### config.mk
export PLATFORM = sky130hd
export DESIGN_NAME = mole_game_ctrl
export DESIGN_NICKNAME = d
export VERILOG_FILES = /design/src/rtl/game_pkg.sv /design/src/rtl/target_lfsr.sv /design/src/rtl/mole_game_ctrl.sv
export SDC_FILE = /design/constraint.sdc
export NUM_CORES = 1
export LEC_CHECK = 0
export CAP_MARGIN = 20
export CORE_ASPECT_RATIO = 1.1
export CORE_MARGIN = 8
export CORE_UTILIZATION = 50
export DETAILED_ROUTE_END_ITERATION = 16
export GPL_TIMING_DRIVEN = 0
export PLACE_DENSITY_LB_ADDON = 0.08
export SETUP_SLACK_MARGIN = 0.05
export SYNTH_ARGS = -nofsm -noshare
export SYNTH_HDL_FRONTEND = slang
export SYNTH_SLANG_ARGS = --single-unit
### constraint.sdc
create_clock -name clk -period 7.34 [get_ports clk]
set_input_delay 2.202 -clock clk [delete_from_list [all_inputs] [get_ports clk]]
set_output_delay 2.202 -clock clk [all_outputs]
set_load 0.1 [all_outputs]
### src/rtl/game_pkg.sv
`default_nettype none
// ============================================================================
// Module      : game_pkg
// Description : Shared types and constants for the keyboard reaction game:
//               state encoding, settings-field selector, display glyph
//               words, fixed LED patterns, LFSR seed and BCD helpers.
// Revision    : 1.0 - initial release
// ============================================================================
package game_pkg;

    typedef enum logic [1:0] {
        ST_IDLE = 2'd0,
        ST_SET  = 2'd1,
        ST_PLAY = 2'd2,
        ST_DONE = 2'd3
    } state_t;

    typedef enum logic {
        FLD_TIME = 1'b0,
        FLD_GOAL = 1'b1
    } field_t;

    localparam logic [3:0]  BLANK         = 4'hF;
    localparam logic [15:0] BLANK_WORD    = {4{BLANK}};
    localparam logic [15:0] WIN_WORD      = 16'hFABC;
    localparam logic [15:0] LOSE_WORD     = 16'hD05E;

    localparam logic [15:0] LED_IDLE      = 16'h8001;
    localparam logic [15:0] LED_SET_TIME  = 16'hFF01;
    localparam logic [15:0] LED_SET_GOAL  = 16'h80FF;
    localparam logic [6:0]  LED_PLAY_TAIL = 7'b0000011;

    localparam logic [8:0]  LFSR_SEED     = 9'h160;

    // Two BCD digits to binary (0..99).
    function automatic logic [6:0] bcd_to_bin(input logic [7:0] b);
        return ({3'b000, b[7:4]} * 7'd10) + {3'b000, b[3:0]};
    endfunction

    // Binary 0..99 to two BCD digits {tens, ones}.
    function automatic logic [7:0] bin_to_bcd(input logic [6:0] x);
        return (8'(x / 7'd10) << 4) | 8'(x % 7'd10);
    endfunction

endpackage
`default_nettype wire

### src/rtl/target_lfsr.sv
`default_nettype none
// ============================================================================
// Module      : target_lfsr
// Description : 9-bit LFSR that chooses which mole targets are lit.
//               Ports: clk, rst (async, active-high), load (reload seed),
//               step (advance one position), q[8:0] (current pattern).
// Revision    : 1.0 - initial release
// ============================================================================
module target_lfsr
    import game_pkg::*;
(
    input  logic       clk,
    input  logic       rst,
    input  logic       load,
    input  logic       step,
    output logic [8:0] q
);

    logic [8:0] r_lfsr;

    always_ff @(posedge clk or posedge rst) begin
        if (rst) begin
            r_lfsr <= LFSR_SEED;
        end else if (load) begin
            r_lfsr <= LFSR_SEED;
        end else if (step) begin
            // Bit 0 feeds back into the top and into taps 6, 5 and 3.
            r_lfsr <= {r_lfsr[0], r_lfsr[8], r_lfsr[7] ^ r_lfsr[0],
                       r_lfsr[6] ^ r_lfsr[0], r_lfsr[5], r_lfsr[4] ^ r_lfsr[0],
                       r_lfsr[3], r_lfsr[2], r_lfsr[1]};
        end
    end

    assign q = r_lfsr;

endmodule
`default_nettype wire

### src/rtl/mole_game_ctrl.sv
`default_nettype none
// ============================================================================
// Module      : mole_game_ctrl
// Description : Sequencer for the keyboard reaction game. IDLE -> SET ->
//               PLAY -> DONE, paced by an internal one-second tick enable.
//               Inputs : clk, rst (async, active-high), start pulse,
//                        key_valid / key_digit[3:0] / key_space key events.
//               Outputs: led[15:0] LED bank, nums[15:0] display nibbles,
//                        state[1:0], win (result of the last game).
//               All outputs are registered.
// Revision    : 1.0 - initial release
// ============================================================================
module mole_game_ctrl
    import game_pkg::*;
#(
    parameter int unsigned TICK_CYCLES = 100_000_000,
    parameter int unsigned FINAL_SECS  = 4,
    parameter logic [7:0]  DEF_TIME    = 8'h30,
    parameter logic [7:0]  DEF_GOAL    = 8'h10
) (
    input  logic        clk,
    input  logic        rst,
    input  logic        start,
    input  logic        key_valid,
    input  logic [3:0]  key_digit,
    input  logic        key_space,
    output logic [15:0] led,
    output logic [15:0] nums,
    output logic [1:0]  state,
    output logic        win
);

    localparam int unsigned     c_TICK_W    = (TICK_CYCLES > 1) ? $clog2(TICK_CYCLES) : 1;
    localparam logic [c_TICK_W-1:0] c_TICK_LAST = c_TICK_W'(TICK_CYCLES - 1);
    localparam int unsigned     c_DONE_W    = (FINAL_SECS > 1) ? $clog2(FINAL_SECS) : 1;
    localparam logic [c_DONE_W-1:0] c_DONE_LAST = c_DONE_W'(FINAL_SECS - 1);

    state_t                r_state;
    field_t                r_field;
    logic [c_TICK_W-1:0]   r_tick_cnt;
    logic [c_DONE_W-1:0]   r_done_cnt;
    logic [7:0]            r_time_bcd;
    logic [7:0]            r_goal_bcd;
    logic [6:0]            r_remaining;
    logic [6:0]            r_goal_bin;
    logic [6:0]            r_hits;
    logic [8:0]            r_hit_mask;
    logic [15:0]           r_led;
    logic [15:0]           r_nums;
    logic                  r_win;

    logic                  w_tick;
    logic [8:0]            w_lfsr;
    logic [8:0]            w_targets;
    logic                  w_key_is_digit;
    logic [3:0]            w_hit_idx;
    logic [8:0]            w_hit_onehot;
    logic                  w_hit;
    logic                  w_can_start;
    logic                  w_play_exit;
    logic                  w_lfsr_load;
    logic                  w_lfsr_step;

    assign w_tick         = (r_tick_cnt == c_TICK_LAST);
    assign w_targets      = w_lfsr & r_hit_mask;
    assign w_key_is_digit = (key_digit <= 4'd9);

    // Digit d addresses led[16-d], which is target bit 9-d.
    assign w_hit_idx      = 4'd9 - key_digit;
    assign w_hit_onehot   = (key_valid && (key_digit != 4'd0) && w_key_is_digit)
                            ? (9'd1 << w_hit_idx) : 9'd0;
    assign w_hit          = |(w_hit_onehot & w_targets);

    assign w_can_start    = (r_time_bcd != 8'h00) && (r_goal_bcd != 8'h00);
    assign w_play_exit    = (r_hits == r_goal_bin) || (r_remaining == 7'd0);
    assign w_lfsr_load    = (r_state == ST_SET) && start && w_can_start;
    assign w_lfsr_step    = (r_state == ST_PLAY) && !w_play_exit && w_tick;

    target_lfsr u_target_lfsr (
        .clk  (clk),
        .rst  (rst),
        .load (w_lfsr_load),
        .step (w_lfsr_step),
        .q    (w_lfsr)
    );

    // Outputs are computed from the registers held during this cycle, so
    // led/nums always trail the state/register they describe by one clock.
    always_ff @(posedge clk or posedge rst) begin
        if (rst) begin
            r_state     <= ST_IDLE;
            r_field     <= FLD_TIME;
            r_tick_cnt  <= '0;
            r_done_cnt  <= '0;
            r_time_bcd  <= DEF_TIME;
            r_goal_bcd  <= DEF_GOAL;
            r_remaining <= 7'd0;
            r_goal_bin  <= 7'd0;
            r_hits      <= 7'd0;
            r_hit_mask  <= '1;
            r_led       <= LED_IDLE;
            r_nums      <= BLANK_WORD;
            r_win       <= 1'b0;
        end else begin
            r_tick_cnt <= w_tick ? '0 : r_tick_cnt + 1'b1;

            case (r_state)
                ST_IDLE: begin
                    r_led      <= LED_IDLE;
                    r_nums     <= BLANK_WORD;
                    r_time_bcd <= DEF_TIME;
                    r_goal_bcd <= DEF_GOAL;
                    r_field    <= FLD_TIME;
                    if (start) begin
                        r_state    <= ST_SET;
                        r_tick_cnt <= '0;
                    end
                end

                ST_SET: begin
                    r_led  <= (r_field == FLD_GOAL) ? LED_SET_GOAL : LED_SET_TIME;
                    r_nums <= {r_time_bcd, r_goal_bcd};
                    if (start && w_can_start) begin
                        r_state     <= ST_PLAY;
                        r_tick_cnt  <= '0;
                        r_remaining <= bcd_to_bin(r_time_bcd);
                        r_goal_bin  <= bcd_to_bin(r_goal_bcd);
                        r_hits      <= 7'd0;
                        r_hit_mask  <= '1;
                    end else begin
                        if (key_valid && w_key_is_digit) begin
                            if (r_field == FLD_GOAL) begin
                                r_goal_bcd <= {r_goal_bcd[3:0], key_digit};
                            end else begin
                                r_time_bcd <= {r_time_bcd[3:0], key_digit};
                            end
                        end
                        if (key_space) begin
                            r_field <= (r_field == FLD_TIME) ? FLD_GOAL : FLD_TIME;
                        end
                    end
                end

                ST_PLAY: begin
                    r_led  <= {w_targets, LED_PLAY_TAIL};
                    r_nums <= {bin_to_bcd(r_remaining), bin_to_bcd(r_hits)};
                    if (r_hits == r_goal_bin) begin
                        r_state    <= ST_DONE;
                        r_win      <= 1'b1;
                        r_tick_cnt <= '0;
                        r_done_cnt <= '0;
                    end else if (r_remaining == 7'd0) begin
                        r_state    <= ST_DONE;
                        r_win      <= 1'b0;
                        r_tick_cnt <= '0;
                        r_done_cnt <= '0;
                    end else begin
                        if (w_hit) begin
                            r_hits <= r_hits + 7'd1;
                        end
                        // remaining is non-zero here, so the decrement cannot
                        // wrap; a tick's mask reset overrides a same-cycle hit.
                        if (w_tick) begin
                            r_remaining <= r_remaining - 7'd1;
                            r_hit_mask  <= '1;
                        end else if (w_hit) begin
                            r_hit_mask <= r_hit_mask & ~w_hit_onehot;
                        end
                    end
                end

                ST_DONE: begin
                    r_led  <= r_done_cnt[0] ? 16'h0000 : 16'hFFFF;
                    r_nums <= r_win ? WIN_WORD : LOSE_WORD;
                    if (w_tick) begin
                        if (r_done_cnt == c_DONE_LAST) begin
                            r_state    <= ST_IDLE;
                            r_tick_cnt <= '0;
                        end else begin
                            r_done_cnt <= r_done_cnt + 1'b1;
                        end
                    end
                end
            endcase
        end
    end

    assign led   = r_led;
    assign nums  = r_nums;
    assign state = r_state;
    assign win   = r_win;

endmodule
`default_nettype wire

---- Word level (Yosys, flattened, before mapping) ----
Index checks and enable logic that the tools add are counted.
word-level totals
  register bits after elaboration ......... 120
cells by class
  add/subtract/negate cells ............... 7
  multiply operators ...................... 2
  div/mod/pow operators ................... 4
  magnitude comparators ................... 1
  equality and inequality tests ........... 22
  shift-type cells ........................ 1
  muxes and demuxes ....................... 58
  bitwise logic cells ..................... 9
  reductions and logical operators ........ 32
operators with widths
  operator                                               number
  2-to-1 mux 27 bit                                      7
  one-hot mux 16 bit (4 select lines)                    2
  one-hot mux 27 bit (4 select lines)                    1
  2-to-1 mux 9 bit                                       8
  2-to-1 mux 7 bit                                       8
  2-to-1 mux 8 bit                                       6
  one-hot mux 8 bit (2 select lines)                     2
  one-hot mux 7 bit (2 select lines)                     2
  adder 27 x 1 -> 27 bit (second input constant)         1
  bitwise AND 9 bit                                      3
  equality test 27 bit (second input constant)           1
  != test 2 bit (second input constant)                  12
  2-to-1 mux 2 bit                                       10
  AND reduction 5 bit                                    4
  one-hot mux 9 bit (2 select lines)                     1
  divider 7 x 4 -> 8 bit (second input constant)         2
  remainder unit 7 x 4 -> 8 bit (second input constant)  2
  2-to-1 mux 16 bit                                      1
  OR 8 bit                                               2
  nonzero test 8 bit                                     2
  2-to-1 mux 15 bit                                      1
  adder 7 x 4 -> 7 bit                                   2
  2-to-1 mux 14 bit                                      1
  multiplier 4 x 3 -> 6 bit (second input constant)      2
  other kinds (28)                                       53

---- Longest topological paths before layout ----
  depth in word-level cells ............... 11
  gate-level depth with buffers ........... 11

---- By module ----
A second synthesis with hierarchy kept.
second synthesis, totals
  cell total of the unflattened synthesis .. 773
  area total of the unflattened synthesis .. 7158.1 sq um
modules (own cells, without submodules)
  module          times used  cells an instance  area each (sq um)  seq. area each (sq um)
  mole_game_ctrl  1           738                6745.2             2715.1
  target_lfsr     1           35                 412.9              229.0

---- Worst setup path before layout ----
No wires, ideal clock.
  kind .................................... input to register
  start point ............................. input key_digit[1]
  end point ............................... register r_hits[3]
  arrival ................................. 4.294 ns
  required time ........................... 7.262 ns
  slack ................................... 2.968 ns
  cell stages on the path ................. 10
  cells stage by stage .................... buf_2 inv_1 ha_1 xor2_1 buf_2 mux2i_1 a211oi_1 o31a_1 or4_1 a21oi_1
on the way
  cells in the longest elaborated chain, start to end .. 8
ends and longest elaborated chain
  element                                                                   RTL line               source
  from (decl)                                                               mole_game_ctrl.sv:25   input logic [3:0] key_digit,
  parallel branches: the longest is 3 deep, another holds subtractor 4 bit  -
  2-to-1 mux 9 bit *                                                        mole_game_ctrl.sv:71   ? (9'd1 << w_hit_idx) : 9'd0;
  bitwise AND 9 bit *                                                       mole_game_ctrl.sv:72   assign w_hit = |(w_hit_onehot & w_targets);
  OR reduction 9 bit *                                                      mole_game_ctrl.sv:72
  != test 2 bit (no line) *                                                 -
  AND reduction 5 bit (no line) *                                           -
  to (signal assigned)                                                      mole_game_ctrl.sv:159  r_hits <= r_hits + 7'd1;
  to (decl)                                                                 mole_game_ctrl.sv:46   logic [6:0] r_hits;
Mark *: on every way between the ends.
A chain may end at the register's enable or synchronous reset.

---- Worst setup path after layout ----
  start point ............................. input key_digit[1]
  end point ............................... register r_hits[4]
Same word-level chain as after synthesis.

==> metrics.md <==
| Metric | Value |
|---|---|
| Antenna Violating Nets Remaining | 0 |
| Worst Tran Pin Value | 997 ps |
| Hold EP | r_hit_mask[6] |
| CTS max path bufs | 2 |
| Number of synthesized flops with an enable pin | 0 |
| HPWL Detailed | 14100 um |
| Worst Path Required | 7680 ps |
| Die H | 141 um |
| Placed instance area | 7840 um2 |
| Final Wtd Congestion | 0.913 |
| Cell area after layout | 8360 um2 |
| Fill count | 1346 |
| Adder-Cell Fraction of Synth Area | 5.99% |
| CTS root buf | clkbuf_16 |
| Distinct cells, synth | 77 |
| Layout area overhead | 17.2% |
| 1st-iter DRT viols | 684 |
| P_leak | 3.55 nW |
| DR vias | 6199 |
| CP endpoint kind | flip-flop |
| Crit path arrival time | 5150 ps |
| Core area | 14200 um2 |
| Post-synthesis sequential area ratio | 41.2% |
| Grt ovf | 0 |
| Hold Path Class | reg -> reg |
| Async S/R FF share, synth | 100% |
| DIE AREA | 18400 um2 |
| Global-route wire length before repair | 31400 um |
| Setup violations, final | 0 |
| Min cycle time layout | 4810 ps |
| Mux cell area share after synthesis | 2.28% |
| Finished Layout Cells | 1057 |
| Pwr dens | 473 nW/um2 |
| Synth Area in XOR/XNOR | 6.75% |
| Status | complete, no violations |
| DP Cell Count | 1025 |
| Yosys warns | 0 |
| Largest net degree at the start of global routing | 66 |
| GRT Total Usage | 21.7% |
| Clock transition at the registers of the reported paths | 50 ps |
| R2R Setup Slk | 4430 ps |
| Worst-path fanout max | 10 |
| Worst r2r path cells | 8 |
| Mapped Cells | 788 |
| FF-to-FF Start | r_remaining[2] |
| R2R Path End | r_remaining[4] |
| MaxCap Viol Count | 0 |
| Layout cell share with drive strength beyond 1 | 12.1% |
| Startpoint Class | input pin |
| Num CTS Buffers | 17 |
| Mapped cell area | 7140 um2 |
| Min-Delay Path Depth | 2 |
| Register bit total from synthesis | 116 |
| Setup CP Type | in -> reg |
| ANT cells | 0 |
| Antenna violations before repair | 0 |
| Cts hold-fix bufs | 0 |
| Maximum clock rate | 208 MHz |
| Layout Utilization | 58.8% |
| Drt pass-1 iters | 5 |
| Starting Density | 50.2% |
| Post-CTS Setup Bufs | 0 |
| Min-delay src | r_hit_mask[6] |
| Worst VDD drop | 0.275 mV |
| Die width | 130 um |
| IO Count | 44 |
| Clock Sinks | 116 |
| Fin Setup TNS | 0 ps |
| Worst Skew | 16.4 ps |
| Synth top area cells | dfrtp_1, dfstp_2, ha_1, nand2_1, xor2_1 |
| Fin. max-slew vios | 0 |
| Clock Latency Late Sink | 430 ps |
| Drt wl/cell | 18.0 um |
| Vias in the first global route | 6151 |
| Final worst-path cycle share | 65.6% |
| Synth Area per Inst | 9.06 um2 |
| Vias per std cell | 5.86 |
| Seq. cell area | 2940 um2 |
| Synth Area in Simple Gates | 20.2% |
| Hold_ws | 475 ps |
| Post-CTS sizing | 0 |
| Drt drc | 0 |
| CTS HTree Levels | 4 |
| Post-synth top area cell | dfrtp_1 |
| Synth Area in Compound Gates | 18.2% |
| Combinational family with the most area after synthesis | simple AND/OR/NAND/NOR gates |
| Row count | 46 |
| Endpoints failing hold | 0 |
| Slew headroom | 33.3% |
| Syn_nets | 828 |
| Final net count | 892 |
| Final wirelength | 19100 um |
| Top-area cell type share of the netlist area | 29.1% |
| Port Buf Inserts | 43 |
| Area of the multi-input gates | 3810 um2 |
| TritonCTS clock tree | built |
| Main synth FF type | dfrtp_1 |
| RSZ-0062 raised after global routing | no |
## routing by layer
layer  GRT usage [%]  wire length [um]  up-vias
met5               0                 0        -
met4            6.85               274        0
met3            4.17               904       22
met2            36.2              9320      156
met1            27.7              8560     3071
li1                -                 -     2950
## through the flow
stage / total power (W) / setup slack, ps
floorplan: 0.00265 / 2120
global route: 0.00417 / 2350
finish: 0.00395 / 2530
global placement: 0.00317 / 548
CTS: 0.00396 / 2550
detailed placement: 0.00321 / 2140
## cells in the mapped netlist, types with 6 or more instances
| cell type | number |
|---|---|
| o31ai_1 | 13 |
| nor4_1 | 13 |
| and4_1 | 6 |
| nand2b_1 | 10 |
| a21o_1 | 7 |
| o21ai_0 | 46 |
| nand3_1 | 32 |
| nor3_1 | 12 |
| nor2_1 | 70 |
| dfstp_2 | 33 |
| nand4_1 | 17 |
| xnor2_1 | 24 |
| nor2b_1 | 11 |
| a221o_1 | 6 |
| o41ai_1 | 8 |
| inv_1 | 35 |
| or3_1 | 6 |
| clkbuf_1 | 29 |
| mux2_2 | 10 |
| a21oi_1 | 40 |
| buf_2 | 15 |
| dfrtp_1 | 83 |
| nand2_1 | 83 |
| ha_1 | 27 |
| xor2_1 | 31 |
## how the worst max path moves through the flow
stage | startpoint | to | slack [ps] | cells after the start
6_report | key_digit[1] | r_hits[4] | 2530 | 11
5_1_grt | key_digit[1] | r_hits[4] | 2350 | 11
4_1_cts | key_digit[1] | r_hits[4] | 2550 | 11
3_5_place_dp | key_digit[1] | r_hits[4] | 2140 | 11
3_3_place_gp | rst | r_remaining[5] | 550 | 2
2_1_floorplan | rst | led[10] | 2120 | 1
## kinds of logic (layout without fill, tap and decap cells)
family	after synthesis	in the layout
adders and majority gates	32	32
and+or+nand+nor	291	291
DFF	116	116
muxes	15	15
AOI/OAI and AO/OA	190	190
buffers and inverters	89	166
xor gates and xnor gates	55	55
## layout make-up
type / count / share of cell area, %
timing repair buffer: 45 / 5.54
clock inverter: 6 / 0.359
clock buffer: 26 / 5.85
inverter: 35 / 1.60
sequential: 116 / 35.2
tap: 192 / 2.87
buffer: 54 / 2.96
multi-input combinational: 583 / 45.6
## layout by cell type, fill, tap and decap left out, types with 7 or more instances in the layout
cell type and count:
nor2b_1 11, mux2_2 10, xor2_1 31, dfrtp_1 83, nor2_1 70, o21ai_0 46
clkbuf_16 17, inv_1 34, clkbuf_1 35, nor3_1 12, xnor2_1 24, nand2_1 83
nand3_1 32, a21oi_1 40, nand4_1 17, a21o_1 7, nand2b_1 10, buf_2 16
o31ai_1 13, nor4_1 13, dfstp_2 33, o41ai_1 8, ha_1 27, clkdlybuf4s50_1 43
## registers in the layout, indices dropped and copies added, names as in the netlist
| signal | flops |
|---|---|
| win | 1 |
| r_hits | 7 |
| nums | 16 |
| r_tick_cnt | 27 |
| r_time_bcd | 8 |
| r_goal_bin | 7 |
| u_target_lfsr.q | 9 |
| r_remaining | 7 |
| led | 12 |
| r_goal_bcd | 8 |
| r_hit_mask | 9 |
| r_field | 1 |
| state | 2 |
| r_done_cnt | 2 |
## critical path: stages
cell	delay [ps]
clkdlybuf4s50_1	470
buf_2	220
inv_1	130
ha_1	280
xor2_1	190
buf_2	250
mux2i_1	210
a211oi_1	120
o31a_1	410
or4_1	490
a21oi_1	180
## power by group
group / leakage, nW / switching [W] / internal (W)
registers: 1.45 / 0.000122 / 0.000875
logic: 1.83 / 0.00157 / 0.000651
clock network: 0.262 / 0.000281 / 0.000453
total: 3.55 / 0.00197 / 0.00198
Note: power is estimated with default switching activity, not from simulation.
